===== config.mk =====
export PLATFORM = sky130hd
export DESIGN_NAME = decrip_rx
export DESIGN_NICKNAME = d
export VERILOG_FILES = /design/src/rtl/decrip_pkg.sv /design/src/rtl/decrip_lfsr.sv /design/src/rtl/decrip_rx.sv
export SDC_FILE = /design/constraint.sdc
export NUM_CORES = 1
export LEC_CHECK = 0
export ABC_AREA = 1
export ABC_CLOCK_PERIOD_IN_PS = 1700
export BUFFER_PORTS_ARGS = -buffer_cell sky130_fd_sc_hd__buf_2
export CAP_MARGIN = 20
export CORE_MARGIN = 8
export CORE_UTILIZATION = 32
export CTS_CLUSTER_SIZE = 20
export DETAILED_ROUTE_END_ITERATION = 10
export MAX_ROUTING_LAYER = met4
export SLEW_MARGIN = 20
export SYNTH_ARGS = -nofsm -noshare
export SYNTH_HDL_FRONTEND = slang
export SYNTH_SLANG_ARGS = --single-unit

===== constraint.sdc =====
create_clock -name clk -period 1.7 [get_ports clk]
set_clock_uncertainty 0.15 [all_clocks]
set_input_delay 0.51 -clock clk [delete_from_list [all_inputs] [get_ports clk]]
set_output_delay 0.51 -clock clk [all_outputs]
set_load 0.05 [all_outputs]

===== src/rtl/decrip_pkg.sv =====
// Shared types and constants for the ENCRIP/DECRIP code-word link.
package decrip_pkg;

  typedef enum logic {StHunt, StRun} state_e;

  localparam logic [4:0] SYNC_WORD        = 5'b11000;
  localparam logic [2:0] KEY_SEED_DEFAULT = 3'b101;

  // Maximal-length 3-bit LFSR step, period 7
  function automatic logic [2:0] lfsr3_next(input logic [2:0] k);
    return {k[1:0], k[2] ^ k[1]};
  endfunction

endpackage


===== src/rtl/decrip_lfsr.sv =====
// 3-bit keystream generator shared by the encryptor and decryptor ends.
module decrip_lfsr
  import decrip_pkg::*;
#(
  parameter logic [2:0] Seed = KEY_SEED_DEFAULT
) (
  input  logic       clk,
  input  logic       nRST,
  input  logic       load_i,
  input  logic       adv_i,
  input  logic [2:0] seed_i,
  output logic [2:0] key_o
);

  logic [2:0] key_q, key_d;

  always_comb begin
    key_d = key_q;
    if (load_i) begin
      key_d = seed_i;
    end else if (adv_i) begin
      key_d = lfsr3_next(key_q);
    end
  end

  always_ff @(posedge clk or negedge nRST) begin
    if (!nRST) begin
      key_q <= Seed;
    end else begin
      key_q <= key_d;
    end
  end

  assign key_o = key_q;

endmodule


===== src/rtl/decrip_rx.sv =====
// Receive-side decryptor: parity check, sync hunt, keystream XOR.
// Optional running error counter output err_total enabled by DECRIP_ERRCNT_EN.
module decrip_rx
  import decrip_pkg::*;
#(
  parameter logic [2:0]  KEY_SEED  = KEY_SEED_DEFAULT,
  parameter int unsigned ERR_LIMIT = 3
) (
  input  logic       clk,
  input  logic       nRST,
  input  logic       Ein_valid,
  input  logic [4:0] Ein,
  output logic [2:0] Dout,
  output logic       Dout_valid,
  output logic       err,
  output logic       locked
`ifdef DECRIP_ERRCNT_EN
  ,
  output logic [7:0] err_total
`endif
);

  state_e     state_q, state_d;
  logic [2:0] errcnt_q, errcnt_d;
  logic [2:0] dout_q, dout_d;
  logic       dvalid_q, dvalid_d;
  logic       err_q, err_d;
  logic       key_load, key_adv;
  logic [2:0] key;

  logic parity_ok, is_sync, is_data;

  assign parity_ok = ~^Ein;
  assign is_sync   = (Ein == SYNC_WORD);
  assign is_data   = parity_ok & ~Ein[3];

  decrip_lfsr #(
    .Seed(KEY_SEED)
  ) u_lfsr (
    .clk   (clk),
    .nRST  (nRST),
    .load_i(key_load),
    .adv_i (key_adv),
    .seed_i(KEY_SEED),
    .key_o (key)
  );

  always_comb begin
    state_d  = state_q;
    errcnt_d = errcnt_q;
    dout_d   = dout_q;
    dvalid_d = 1'b0;
    err_d    = 1'b0;
    key_load = 1'b0;
    key_adv  = 1'b0;
    if (Ein_valid) begin
      unique case (state_q)
        StHunt: begin
          if (is_sync) begin
            key_load = 1'b1;
            errcnt_d = '0;
            state_d  = StRun;
          end
        end
        StRun: begin
          if (is_sync) begin
            key_load = 1'b1;
            errcnt_d = '0;
          end else if (is_data) begin
            dout_d   = Ein[2:0] ^ key;
            dvalid_d = 1'b1;
            key_adv  = 1'b1;
            errcnt_d = '0;
          end else begin
            // Parity or framing error: still advance to stay aligned with the sender
            err_d   = 1'b1;
            key_adv = 1'b1;
            if (32'(errcnt_q) + 32'd1 >= ERR_LIMIT) begin
              state_d  = StHunt;
              errcnt_d = '0;
            end else begin
              errcnt_d = errcnt_q + 3'd1;
            end
          end
        end
        default: state_d = StHunt;
      endcase
    end
  end

  always_ff @(posedge clk or negedge nRST) begin
    if (!nRST) begin
      state_q  <= StHunt;
      errcnt_q <= '0;
      dout_q   <= '0;
      dvalid_q <= 1'b0;
      err_q    <= 1'b0;
    end else begin
      state_q  <= state_d;
      errcnt_q <= errcnt_d;
      dout_q   <= dout_d;
      dvalid_q <= dvalid_d;
      err_q    <= err_d;
    end
  end

  assign Dout       = dout_q;
  assign Dout_valid = dvalid_q;
  assign err        = err_q;
  assign locked     = (state_q == StRun);

`ifdef DECRIP_ERRCNT_EN
  logic [7:0] err_total_q, err_total_d;

  always_comb begin
    err_total_d = err_total_q;
    if (err_d && err_total_q != 8'hFF) begin
      err_total_d = err_total_q + 8'd1;
    end
  end

  always_ff @(posedge clk or negedge nRST) begin
    if (!nRST) begin
      err_total_q <= '0;
    end else begin
      err_total_q <= err_total_d;
    end
  end

  assign err_total = err_total_q;
`endif

endmodule


==> flow_metrics.py, run 1 <==
metrics = {
    "clock_tree": {
        "cts-htree-levels": 1,
        "cts_resized": 0,
        "insertion_delay_ns": 0.27,
        "cts_tree": "done",
        "cts.sinks": 12,
        "clock_path_buffers": 2,
        "cts_buffers": 3,
        "clkTransAtPathRegs_ns": 0.07,
        "root_buffer": "clkbuf_4",
    },
    "yosys": {
        "netlist_area_um2": 712,
        "synthTopCellsByCount": "nand2_1 (25), inv_1 (17), dfrtp_1 (10), nand3_1 (8), nand4_1 (5)",
        "syn_avg_cell_area_um2": 7.82,
        "synthesis.instances": 91,
        "synth.most_common_cell": "nand2_1",
        "synth_top_area_share_pct": 35.1,
        "synth_ff_type": "dfrtp_1",
        "ys_top_cells_by_area": "dfrtp_1 (35%), nand2_1 (13%), inv_1 (9.0%)",
        "yosysWarnings": 0,
        "syn_nets": 103,
        "ys_ff_latch": 12,
        "async_flop_share_pct": 100,
        "synth_edf_count": 0,
        "yosysUniqueCellTypes": 17,
        "yosysTopAreaCell": "dfrtp_1",
        "synth_seq_area_share_pct": 42.5,
    },
    "place": {
        "gp_congestion": 0.826,
        "dp_hpwl_mm": 1.22,
        "place_ws_ns": -0.0643,
        "port-buffer-count": 13,
    },
    "worst_setup_path": {
        "path_cells": "buf_2",
        "crit_buf_inv": 1,
        "reg2reg_depth": 6,
        "crit_family": "flip-flops",
        "cp-start-kind": "register",
        "crit_slowest_cell": "dfrtp_1",
        "cp_num_cells": 1,
        "critPathRequiredTime_ns": 1.04,
        "arrival_ns": 0.92,
        "critical-path-max-stage-delay_ns": 0.38,
        "worst-path-max-fanout": 3,
        "setup.worst_path.end_class": "output port",
        "criticalPathCategory": "reg2out",
    },
    "hold_path": {
        "min_delay_path_depth": 2,
        "min_path_type": "reg2reg",
    },
    "global_route": {
        "antenna_found_initial": 0,
        "grt.total_usage_pct": 7.87,
        "grt_pass1_vias": 637,
        "grt_pass1_wl_mm": 2.53,
        "grt_max_degree": 13,
        "overflow": 0,
    },
    "cells_and_area": {
        "multi_input_area_um2": 335,
        "final_util_pct": 41.0,
        "layout-drive-gt1-share_pct": 24.1,
        "num_antenna_cells": 0,
        "fillers": 229,
        "final_nets": 125,
        "ff_latch_area_um2": 303,
        "syn_to_final_growth_pct": 23.7,
    },
    "pwr": {
        "power.net_switching_w": 0.000539,
        "irDropWorstVdd_mv": 0.685,
        "p_sw_share_pct": 43.0,
        "p_int_w": 0.000714,
        "combPwrFrac_pct": 43.1,
        "seq_power_share_pct": 39.2,
        "powerDensity_nw_per_um2": 1420,
        "clkPwrFrac_pct": 17.8,
        "p_leak_nw": 0.507,
    },
    "die": {
        "die_h_um": 63.2,
        "die_x_um": 63.2,
        "ios": 14,
        "core_um2": 2150,
        "start_util_pct": 33.1,
        "dieArea_um2": 3990,
        "rows": 17,
    },
    "timing": {
        "report.final.slew_viol_count": 0,
        "period_share_pct": 93.2,
        "setup_viol": 0,
        "holdWs_ns": 0.330,
        "slew_headroom_pct": 80.9,
        "tightestPinTransition_ns": 0.286,
        "timing.final.ws_setup_ns": 0.115,
        "rsz0062_at_grt": "false",
        "fmax_mhz": 631,
        "period_needed_ns": 1.58,
        "finalHoldViolCount": 0,
        "fin_tns_setup_ns": 0,
    },
    "detailed_routing": {
        "drt_iter0_drc": 5,
        "ant_nets": 0,
        "via_count": 638,
        "wire_per_inst_um": 10.5,
        "drt_wl_total_mm": 1.46,
        "drc_errors": 0,
        "viasPerCell": 4.56,
        "first_pass_iters": 3,
    },
    "flow_run": {
        "maxCapViolCount": 0,
    },
    "run_status": {
        "status": "complete, no violations",
    },
}
metrics by stage:
step	instances	total power, W	instance area, µm²
floorplan	91	0.000898	712
global placement	135	0.00103	835
detailed placement	135	0.00104	835
CTS	140	0.00127	881
global route	140	0.00136	881
finish	140	0.00125	881
flip-flops by register name, indices dropped and copies added (netlist names):
| name | count |
|---|---|
| Dout | 3 |
| err | 1 |
| errcnt_q | 3 |
| Dout_valid | 1 |
| locked | 1 |
| u_lfsr.key_o | 3 |
cell usage in the layout (no fill, tap or decap), types with 2 or more instances in the layout:
cell | synthesis | routed
nor2_1 | 3 | 3
nand4_1 | 5 | 5
nand2_1 | 25 | 25
dfrtp_1 | 10 | 10
o21ai_0 | 2 | 2
buf_4 | 0 | 3
dfstp_2 | 2 | 2
buf_2 | 0 | 13
nand3_1 | 8 | 8
inv_1 | 17 | 17
clkbuf_4 | 0 | 3
a21oi_1 | 4 | 4
xor2_1 | 3 | 3
nand2_2 | 3 | 3
ha_1 | 4 | 4
layer usage:
metal / track usage [%] / wire (µm) / vias up
li1: - / - / 330
met1: 7.20 / 583 / 298
met2: 13.8 / 768 / 10
met3: 5.12 / 111 / 0
met4: 0.855 / 0 / 0
met5: - / 0 / -
path summary, 6_finish.rpt:
| path | start | to | slack [ns] |
|---|---|---|---|
| hold / removal | Dout[2] | Dout[2] | 0.33 |
| setup reg to reg | errcnt_q[0] | errcnt_q[1] | 0.33 |
| max in group asynchronous | nRST | u_lfsr.key_o[2] | 0.63 |
| hold reg to reg | Dout[2] | Dout[2] | 0.33 |
| min in group asynchronous | nRST | errcnt_q[0] | 0.49 |
| setup / recovery | locked | locked | 0.12 |
kinds of logic after synthesis:
kind of cell    Yosys count  share of synthesized area, %
fa+ha+maj                 4                          7.03
simple gates             45                          29.9
buf+inv                  19                          10.4
compound gates            7                          5.27
flops                    12                          42.5
xor+xnor                  4                          4.92
what timing repair did:
action,CTS,global route
buffers inserted,0,0
endpoints found under the hold margin,10,0
hold buffers,1,0
cell type report:
type / instances / area share, %
multi-input cells: 60 / 38.1
flip-flops and latches: 12 / 34.4
repair buffers: 17 / 11.1
inverters: 19 / 8.38
clock buffers: 4 / 4.12
well taps: 28 / 3.98
power groups by stage:
| stage | Combinational, W | Clock [W] | Sequential [W] |
|---|---|---|---|
| after CTS | 0.000545 | 0.000233 | 0.000491 |
| after global placement | 0.000536 | 0 | 0.000493 |
| after floorplan | 0.000283 | 0 | 0.000615 |
| after detailed placement | 0.000542 | 0 | 0.000497 |
| after global routing | 0.000605 | 0.000248 | 0.000508 |
| final | 0.000540 | 0.000223 | 0.000490 |
(Power assumes the default switching activity.)
==> inputs of run 2 (changes only) <==
--- a/config.mk
+++ b/config.mk
@@ -5,7 +5,6 @@
 export SDC_FILE = /design/constraint.sdc
 export NUM_CORES = 1
 export LEC_CHECK = 0
-export ABC_AREA = 1
 export ABC_CLOCK_PERIOD_IN_PS = 1700
 export BUFFER_PORTS_ARGS = -buffer_cell sky130_fd_sc_hd__buf_2
 export CAP_MARGIN = 20
==> run 2 against run 1 <==
  * The flow now finishes with violations (negative setup slack)
  * Critical path depth increased by 6
  * Final area increased by 5.3%
  * Total power increased by 3.2%
  * Wire length decreased by 18%
  * Sequential share of layout area decreased by 1.7 points
  * Hold slack improved by 0.0020 ns
  * Sequential cell count unchanged
  * Largest cell class unchanged
==> flow_metrics.py, run 2 <==
metrics = {
    "run_status": {
        "status": "finished, violations left",
        "violations": "negative setup slack",
    },
    "detailed_routing": {
        "drt_wl_total_mm": 1.20,
        "via_count": 463,
        "wire_per_inst_um": 11.2,
        "first_pass_iters": 3,
        "drt_iter0_drc": 2,
        "ant_nets": 0,
        "drc_errors": 0,
        "viasPerCell": 4.33,
    },
    "timing": {
        "tightestPinTransition_ns": 0.297,
        "slew_headroom_pct": 80.2,
        "finalHoldViolCount": 0,
        "timing.final.ws_setup_ns": -0.155,
        "holdWs_ns": 0.332,
        "report.final.slew_viol_count": 0,
        "period_share_pct": 109,
        "fmax_mhz": 539,
        "rsz0062_at_grt": "true",
        "period_needed_ns": 1.85,
        "setup_viol": 5,
    },
    "clock_tree": {
        "clkTransAtPathRegs_ns": 0.07,
        "insertion_delay_ns": 0.26,
        "root_buffer": "clkbuf_4",
        "clock_path_buffers": 2,
        "cts-htree-levels": 1,
        "cts_buffers": 3,
        "cts_tree": "done",
        "cts.sinks": 12,
    },
    "worst_setup_path": {
        "worst-path-max-fanout": 4,
        "reg2reg_depth": 4,
        "arrival_ns": 1.85,
        "reg2reg_setup_slack_ns": 0.21,
        "regToRegEndpoint": "locked",
        "r2r-start": "errcnt_q[0]",
        "crit_path_start": "Ein[2]",
        "setup.worst_path.end_class": "register",
        "criticalPathCategory": "in2reg",
        "critPathRequiredTime_ns": 1.70,
        "cp-start-kind": "input pin",
        "endpoint": "Dout[2]",
    },
    "place": {
        "dp_hpwl_um": 989,
        "gp_congestion": 0.760,
        "port-buffer-count": 13,
    },
    "yosys": {
        "syn_avg_cell_area_um2": 12.2,
        "synth_edf_count": 0,
        "ys_top_cells_by_area": "dfrtp_1 (39%), dfstp_2 (8.3%), ha_1 (7.9%)",
        "synth_ff_type": "dfrtp_1",
        "synthTopCellsByCount": "dfrtp_1 (10), inv_1 (6), ha_1 (4), xor2_1 (4)",
        "syn_nets": 64,
        "netlist_area_um2": 636,
        "async_flop_share_pct": 100,
        "synth_seq_area_share_pct": 47.6,
        "yosysUniqueCellTypes": 21,
        "synth_top_area_share_pct": 39.4,
        "yosysTopAreaCell": "dfrtp_1",
        "yosysWarnings": 0,
        "synthesis.instances": 52,
        "synth.most_common_cell": "dfrtp_1",
        "ys_ff_latch": 12,
    },
    "cells_and_area": {
        "final_cell_mix": "dfrtp_1 (10), buf_4 (10), buf_2 (9)",
        "num_antenna_cells": 0,
        "final_nets": 93,
        "syn_to_final_growth_pct": 45.9,
        "final_util_pct": 48.2,
        "layout-drive-gt1-share_pct": 51.2,
    },
    "global_route": {
        "busiest_layer": "met2",
        "grt_pass1_wl_mm": 1.98,
        "grt_max_degree": 13,
        "grt_pass1_vias": 441,
        "overflow": 0,
        "grt.total_usage_pct": 7.47,
        "use_met3_pct": 2.12,
        "met1_usage_pct": 8.86,
        "antenna_found_initial": 0,
        "gr-usage-met2_pct": 10.9,
    },
    "die": {
        "start_util_pct": 33.1,
        "core_um2": 1920,
        "die_h_um": 60.6,
        "die_x_um": 60.6,
        "rows": 16,
        "dieArea_um2": 3670,
        "ios": 14,
    },
    "pwr": {
        "powerDensity_nw_per_um2": 1390,
        "irDropWorstVdd_mv": 0.475,
        "p_leak_nw": 0.487,
    },
    "flow_run": {
        "maxCapViolCount": 0,
    },
    "hold_path": {
        "min_path_type": "reg2reg",
    },
}
==> run 2: cell types whose count changed after synthesis, sizes merged, moves of 2 or more <==
cell   previous run  this run
mux2              0         3
nand4             5         0
a22o              0         3
nand3             9         0
nor3              0         2
inv              18         6
nand2            28         1
==> run 2: cell families after synthesis <==
| logic type | count (synthesis) | synth area share, % |
|---|---|---|
| simple gates | 12 | 14.4 |
| flops | 12 | 47.6 |
| compound gates | 10 | 10.4 |
| buf+inv | 6 | 3.54 |
| xor+xnor | 5 | 9.05 |
| fa+ha+maj | 4 | 7.87 |
| mux | 3 | 7.09 |
==> run 2: repair_timing <==
item	4_1_cts	5_1_grt
hold endpoints to repair	10	0
pin swaps	4	1
setup buffers	2	1
resized for setup	10	0
endpoints found under the setup margin	7	5
hold buffers	1	0
==> run 2: final cells by class <==
class | count | area, µm²
Fill cell | 184 | 995
Multi-Input combinational cell | 34 | 335
Sequential cell | 12 | 303
Timing Repair Buffer | 24 | 179
Inverter | 6 | 40.0
Clock buffer | 4 | 36.3
Tap cell | 27 | 33.8
==> run 2: critical path: stages <==
cell     delay (ns)
buf_8          0.10
inv_4          0.04
ha_4           0.18
xnor3_1        0.32
or2_4          0.27
nor2_8         0.12
mux2_4         0.30
==> run 2: power breakdown <==
group / switching (W) / internal (W) / total (W) / leakage, nW
clock: 0.0000893 / 0.000130 / 0.000219 / 0.0210
combinational: 0.000343 / 0.000240 / 0.000582 / 0.315
sequential: 0.0000888 / 0.000403 / 0.000491 / 0.151
==> run 2: worst min path at each step <==
stage	startpoint	to	slack (ns)	cells past startpoint
after floorplan	nRST	Dout[0]	0.06	0
after global placement	nRST	err	0.25	1
after detailed placement	nRST	Dout_valid	0.25	1
after CTS	u_lfsr.key_o[2]	u_lfsr.key_o[2]	0.33	2
after global routing	u_lfsr.key_o[2]	u_lfsr.key_o[2]	0.36	2
final	u_lfsr.key_o[2]	u_lfsr.key_o[2]	0.33	2
==> run 2: metrics by stage <==
| step | setup TNS [ns] | instances | total power [W] | setup slack [ns] | cell area (µm²) |
|---|---|---|---|---|---|
| final | -0.537 | 107 | 0.00129 | -0.155 | 927 |
| after global routing | -0.713 | 107 | 0.00137 | -0.198 | 927 |
| after detailed placement | -4.14 | 99 | 0.00107 | -0.572 | 815 |
| after CTS | -0.625 | 106 | 0.00131 | -0.184 | 920 |
| after floorplan | -1.53 | 52 | 0.000914 | -0.324 | 663 |
| after global placement | -3.90 | 99 | 0.00106 | -0.543 | 815 |
==> run 2: per-layer routing <==
layer  vias to the layer above  share of wire [%]
met3                         2                6.9
li1                        235                  -
met1                       215                 46
met2                        11                 45
met5                         -                  0
met4                         0                2.2
